[src/rtl/addsub_pipe.sv]
// Pipelined add/sub: CHUNK bits per stage, carry rippled stage to stage.
// Optional saturation on signed overflow when ADDSUB_SAT_EN is defined.
module addsub_pipe #(
  parameter int WIDTH = 32,
  parameter int CHUNK = 8
) (
  input  logic             clk,
  input  logic             rst_n,
  input  logic             in_valid,
  output logic             in_ready,
  input  logic [WIDTH-1:0] A,
  input  logic [WIDTH-1:0] B,
  input  logic             op,
`ifdef ADDSUB_SAT_EN
  input  logic             sat,
`endif
  output logic             out_valid,
  input  logic             out_ready,
  output logic [WIDTH-1:0] sum,
  output logic             sf,
  output logic             cf,
  output logic             of,
  output logic             zf
);

  localparam int STAGES = WIDTH / CHUNK;

  logic             w_adv;
  logic [WIDTH-1:0] w_bx;

  assign w_adv    = ~out_valid | out_ready;
  assign in_ready = w_adv;
  assign w_bx     = B ^ {WIDTH{op}};

  for (genvar k = 0; k < STAGES; k++) begin : g_st
    localparam int  IW   = WIDTH - k * CHUNK;
    localparam int  SW   = (k + 1) * CHUNK;
    localparam bit  LAST = (k == STAGES - 1);

    logic [IW-1:0]    w_ina;
    logic [IW-1:0]    w_inb;
    logic [CHUNK-1:0] w_ca;
    logic [CHUNK-1:0] w_cb;
    logic             w_cin;
    logic             w_vin;
    logic [CHUNK:0]   w_add;
    logic [SW-1:0]    w_snext;
    logic [SW-1:0]    w_sload;
`ifdef ADDSUB_SAT_EN
    logic             w_sat_in;
`endif

    logic             r_v;
    logic [SW-1:0]    r_s;
    logic             r_c;

    if (k == 0) begin : g_head
      assign w_ina   = A;
      assign w_inb   = w_bx;
      assign w_cin   = op;
      assign w_vin   = in_valid;
      assign w_snext = w_add[CHUNK-1:0];
`ifdef ADDSUB_SAT_EN
      assign w_sat_in = sat;
`endif
    end else begin : g_body
      assign w_ina   = g_st[k-1].g_pass.r_a;
      assign w_inb   = g_st[k-1].g_pass.r_b;
      assign w_cin   = g_st[k-1].r_c;
      assign w_vin   = g_st[k-1].r_v;
      assign w_snext = {w_add[CHUNK-1:0], g_st[k-1].r_s};
`ifdef ADDSUB_SAT_EN
      assign w_sat_in = g_st[k-1].g_pass.r_sat;
`endif
    end

    assign w_ca  = w_ina[CHUNK-1:0];
    assign w_cb  = w_inb[CHUNK-1:0];
    assign w_add = {1'b0, w_ca} + {1'b0, w_cb}
                 + {{CHUNK{1'b0}}, w_cin};

    always_ff @(posedge clk) begin
      if (!rst_n) begin
        r_v <= 1'b0;
        r_s <= '0;
        r_c <= 1'b0;
      end else if (w_adv) begin
        r_v <= w_vin;
        r_s <= w_sload;
        r_c <= w_add[CHUNK];
      end
    end

    if (!LAST) begin : g_pass
      localparam int RW = IW - CHUNK;
      logic [RW-1:0] r_a;
      logic [RW-1:0] r_b;
`ifdef ADDSUB_SAT_EN
      logic          r_sat;
`endif

      assign w_sload = w_snext;

      always_ff @(posedge clk) begin
        if (!rst_n) begin
          r_a <= '0;
          r_b <= '0;
`ifdef ADDSUB_SAT_EN
          r_sat <= 1'b0;
`endif
        end else if (w_adv) begin
          r_a <= w_ina[IW-1:CHUNK];
          r_b <= w_inb[IW-1:CHUNK];
`ifdef ADDSUB_SAT_EN
          r_sat <= w_sat_in;
`endif
        end
      end
    end else begin : g_tail
      logic w_cmsb;
      logic w_of;
      logic r_of;
      logic r_sf;
      logic r_zf;

      // Carry into the MSB recovered from the MSB sum bit.
      assign w_cmsb = w_add[CHUNK-1] ^ w_ca[CHUNK-1] ^ w_cb[CHUNK-1];
      assign w_of   = w_cmsb ^ w_add[CHUNK];

`ifdef ADDSUB_SAT_EN
      logic w_clamp;
      assign w_clamp = w_sat_in & w_of;
      assign w_sload = w_clamp
        ? {w_ca[CHUNK-1], {(WIDTH-1){~w_ca[CHUNK-1]}}}
        : w_snext;
`else
      assign w_sload = w_snext;
`endif

      always_ff @(posedge clk) begin
        if (!rst_n) begin
          r_of <= 1'b0;
          r_sf <= 1'b0;
          r_zf <= 1'b0;
        end else if (w_adv) begin
          r_of <= w_of;
          r_sf <= w_sload[WIDTH-1];
          r_zf <= (w_sload == '0);
        end
      end
    end
  end

  assign out_valid = g_st[STAGES-1].r_v;
  assign sum       = g_st[STAGES-1].r_s;
  assign cf        = g_st[STAGES-1].r_c;
  assign of        = g_st[STAGES-1].g_tail.r_of;
  assign sf        = g_st[STAGES-1].g_tail.r_sf;
  assign zf        = g_st[STAGES-1].g_tail.r_zf;

endmodule

[config.mk]
export PLATFORM = sky130hd
export DESIGN_NAME = addsub_pipe
export DESIGN_NICKNAME = d
export VERILOG_FILES = /design/src/rtl/addsub_pipe.sv
export SDC_FILE = /design/constraint.sdc
export NUM_CORES = 1
export LEC_CHECK = 0
export CELL_PAD_IN_SITES_DETAIL_PLACEMENT = 1
export CELL_PAD_IN_SITES_GLOBAL_PLACEMENT = 2
export CORE_UTILIZATION = 33
export CTS_BUF_LIST = sky130_fd_sc_hd__clkbuf_16
export CTS_CLUSTER_SIZE = 8
export DETAILED_ROUTE_END_ITERATION = 8
export PLACE_DENSITY_LB_ADDON = 0.1
export SLEW_MARGIN = 20
export SYNTH_ARGS = -nofsm -noshare
export SYNTH_HDL_FRONTEND = slang
export SYNTH_SLANG_ARGS = --single-unit
[constraint.sdc]
create_clock -name clk -period 3.2 [get_ports clk]
set_input_delay 0.8 -clock clk [delete_from_list [all_inputs] [get_ports clk]]
set_output_delay 0.8 -clock clk [all_outputs]
set_load 0.02 [all_outputs]
# Yosys cells after proc, flatten, opt, wreduce, memory -nomap -nowiden
# Cells that the tools add are included.
# W data, S select, Z words.
dict set report totals {
  register_bits 187
  input_bits 69
  output_inout_bits 38
  elab_cells 36
}
dict set report classes {
  n_addsub 8
  n_bitwise 6
  reduce_logical 1
}
# cell n
set op_table {}
lappend op_table {{$add A8 B8 Y9} 4}
lappend op_table {{$add A9 B1 Y9} 4}
lappend op_table {{$logic_not A32 Y1} 1}
lappend op_table {{$xor A32 B32 Y32} 1}
lappend op_table {{$xor A1 B1 Y1} 3}
lappend op_table {{$not A1 Y1} 1}
lappend op_table {{$or A1 B1 Y1} 1}

# Longest topological paths before layout
dict set report logic_depth {
  word_depth 5
  mapped_depth 10
  mapped_depth_nobuf 10
}

# Worst setup path before layout
# OpenSTA, ideal clock, no wires.
dict set report synth_timing {
  path_type {input-to-reg}
  start {input op}
  end {register g_st[0].r_c}
  setup_ns 0.124
  t_arrival_ns 2.614
  required_time_ns 3.076
  setup_slack_ns 0.462
  cell_stages 10
  n_path_buf 2
  cell_sequence {clkbuf_1 > buf_2 > xor2_1 > fa_1 > a21o_1 > a21oi_1 > o21bai_1 > a21oi_1 > o21ba_2 > o21ai_0}
}
dict set report synth_between {
  elab_chain_cells 3
}
# element line_no
set synth_lines {}
lappend synth_lines {{from (decl)} 13} ;# input logic op,
lappend synth_lines {{$xor A32 B32 Y32} 33} ;# assign w_bx = B ^ {WIDTH{op}};
lappend synth_lines {{$add A8 B8 Y9} 79} ;# assign w_add = {1'b0, w_ca} + {1'b0, w_cb}
lappend synth_lines {{$add A9 B1 Y9 *} 80} ;# + {{CHUNK{1'b0}}, w_cin};
lappend synth_lines {{to (signal assigned)} 90} ;# r_c <= w_add[CHUNK];
lappend synth_lines {{to (decl)} 55} ;# logic r_c;
# Mark *: on every way between the ends. The rest lies on a longest branch, timed or not.
# A chain may end at the register's enable or synchronous reset.

# Final worst setup path
dict set report layout_timing {
  start {input B[0]}
  end {register g_st[0].r_c}
}
dict set report layout_between {
  elab_chain_cells 3
}
# element line_no
set layout_lines {}
lappend layout_lines {{from (decl)} 12} ;# input logic [WIDTH-1:0] B,
lappend layout_lines {{$xor A32 B32 Y32} 33}
lappend layout_lines {{$add A8 B8 Y9} 79}
lappend layout_lines {{$add A9 B1 Y9} 80}
# No other way between the ends.

==> impl_metrics.ini <==
[run_status]
status = finished clean

[synth]
synth_common_cells = 275 x nand2_1, 186 x dfxtp_1, 148 x a21oi_1
ys.flop_type = dfxtp_1
seq_area_frac_synth = 0.4693
synth_cell_types = 52
synthCells = 959
synth_edf_count = 0
async_flop_share = 0
synth_area_per_cell_um2 = 8.274
yosysTopAreaCellShare = 0.4693
yosysMostFrequentCell = nand2_1
mappedNetlistNets = 1063
synth_area_mm2 = 0.007935
yosys_warnings = 0
ys_ff_latch = 186
yosysTopAreaCell = dfxtp_1
ys_top_cells_by_area = dfxtp_1 47%, nand2_1 13%, a21oi_1 9.3%, ha_1 4.4%, xnor2_1 4.4%

[floorplan]
num_rows = 56
io_pins = 107
coreArea_mm2 = 0.02354
die-area_mm2 = 0.02467
initial_utilization = 0.3371
die_y_um = 157.1
die_width_um = 157.1

[place]
pre_cts_ws_ns = 0.002169
place.gp.congestion = 0.7287
port_buffers = 106
dp_hpwl_um = 13500

[sta]
hold_ws_ns = 0.4501
fin_skew_ns = 0.01414
worstMarginPinSlew_ns = 0.8127
final_hold_viol_count = 0
min_period_ns = 2.744
tns_ns = 0
relSlewSlack = 0.4582
rsz0062_at_grt = false
setup_ws_ns = 0.4558
clock.fmax_mhz = 364.4
drv_slew = 0
finalCritPeriodShare = 0.8576
setup_viol = 0

[global_routing]
grt_max_degree = 163
grt_pass1_vias = 6323
grt_pass1_wl_um = 33160
grt_overflow = 0
grt_usage = 0.1703
antenna_found_initial = 0

[worst_setup_path]
r2r-end = zf
required_ns = 3.51
worstSetupEndpoint = g_st[0].r_c
crit_start = B[0]
cp.arrival_ns = 3.05
end_kind = flop
rrSetupSlack_ns = 0.71
critPathLaunchType = input pin
rr_startpoint = g_st[2].r_c
r2r_cells = 8
critPathMaxFanout = 2
criticalPathCategory = input pin to flop

[clock_tree]
cts_setup_buffers = 0
cts_sinks = 186
htree_levels = 4
cts_tree = done
ctsHoldBuffers = 0
numCtsBuffers = 17
clockBufferDepth = 2
clk_pin_slew_worst_paths_ns = 0.07
insertion_delay_ns = 0.42
cts_root_buffer = clkbuf_16
cts_resized = 0

[hold_path]
min_path_type = flop to flop

[routing]
vias = 6465
drc = 0
viasPerCell = 4.757
routed_wl_um = 20060
wl_per_cell_um = 14.76
first_iter_violations = 229
ant_nets = 0
first_pass_iters = 4

[layout]
layout-area-overhead-vs-synth_pct = 23.45
nFillCells = 2820
drive_above_1_share = 0.05000
nNetsFinal = 1133
diodes = 0

[power_and_ir_drop]
power_density_mw_per_mm2 = 539.3
peakVddDrop_v = 0.0002393
leakagePower_nw = 3.766

[run]
drv_cap = 0
==> power by group <==
group          leakage, nW  total (W)  internal [W]  switching [W]
clock network        0.276    0.00208       0.00115       0.000925
registers             1.53    0.00256       0.00247      0.0000951
logic                 1.96   0.000642      0.000317       0.000325
total                 3.77    0.00528       0.00394        0.00135
==> routing by layer <==
metal,track usage,vias to the layer above,routed length [µm]
met2,0.2614,76,8690
met5,0,-,0
met4,0.03467,0,141
met3,0.03194,11,472
li1,-,3366,-
met1,0.2470,3012,10750
==> flip-flops by register name, indices dropped and copies added (netlist names) <==
register	flops
of	1
g_st.r_v	3
g_st.g_pass.r_a	48
zf	1
cf	1
out_valid	1
g_st.g_pass.r_b	48
g_st.r_c	3
g_st.r_s	48
sum	32
==> worst min-delay path by stage <==
stage,from,end,slack (ns),cells past startpoint
6_report,sum[9],sum[9],0.45,2
5_1_grt,g_st[1].r_s[4],g_st[2].r_s[4],0.47,2
4_1_cts,sum[9],sum[9],0.45,2
3_5_place_dp,sum[9],sum[9],0.44,2
3_3_place_gp,sum[5],sum[5],0.44,2
2_1_floorplan,g_st[0].g_pass.r_a[0],g_st[0].g_pass.r_a[0],0.43,2
==> stage by stage <==
stage               power (W)    util  cell area [µm²]  cells
floorplan            0.003001       -             7935    959
global placement     0.003264  0.3920             9229   1329
CTS                  0.005366  0.4161             9796   1359
global route         0.005551  0.4161             9796   1359
detailed placement   0.003271  0.3920             9229   1329
finish               0.005283  0.4161             9796   1359
==> placed cells by master (no fill, tap or decap), types with 3 or more instances in the layout <==
master / n
buf_4: 9
buf_12: 3
or3_1: 7
nor4_1: 7
dfxtp_1: 186
inv_1: 14
nor3_1: 6
nand3_1: 12
xnor2_1: 40
a211oi_1: 33
fa_1: 7
a31oi_1: 4
ha_1: 28
o21bai_1: 3
clkdlybuf4s50_1: 104
o21a_1: 5
nand2_1: 275
xor2_1: 10
inv_6: 6
a21o_1: 7
clkbuf_16: 17
a21oi_1: 148
nor2_1: 40
a211o_1: 4
o21ai_0: 15
o31ai_1: 3
o211ai_1: 3
and3_1: 5
==> critical path, cell delays in order <==
cell and delay [ns]:
clkdlybuf4s50_1 0.51, mux2_2 0.36, fa_1 0.40, a21o_1 0.20
a21oi_1 0.22, o21bai_1 0.09, a21oi_1 0.24, o21ba_2 0.16
o21ai_0 0.07
==> cells by family after synthesis <==
logic type / after synthesis / synth area share
multiplexers: 1 / 0.001419
adder cells (fa/ha/maj): 35 / 0.06181
AND/OR/NAND/NOR: 367 / 0.1891
flip-flops: 186 / 0.4693
buffers and inverters: 82 / 0.04462
XOR/XNOR: 51 / 0.05724
AO/OA/AOI/OAI: 237 / 0.1766
==> final cells by class <==
class,instances,area (µm²),area share
multi-input cells,691,3865,0.3946
clock buffers,17,425.4,0.04343
inverters,16,67.56,0.006897
clock inverters,13,141.4,0.01443
repair buffers,117,1174,0.1198
well taps,319,399.1,0.04075
flip-flops and latches,186,3724,0.3801
Note: power is estimated with default switching activity, not from simulation.
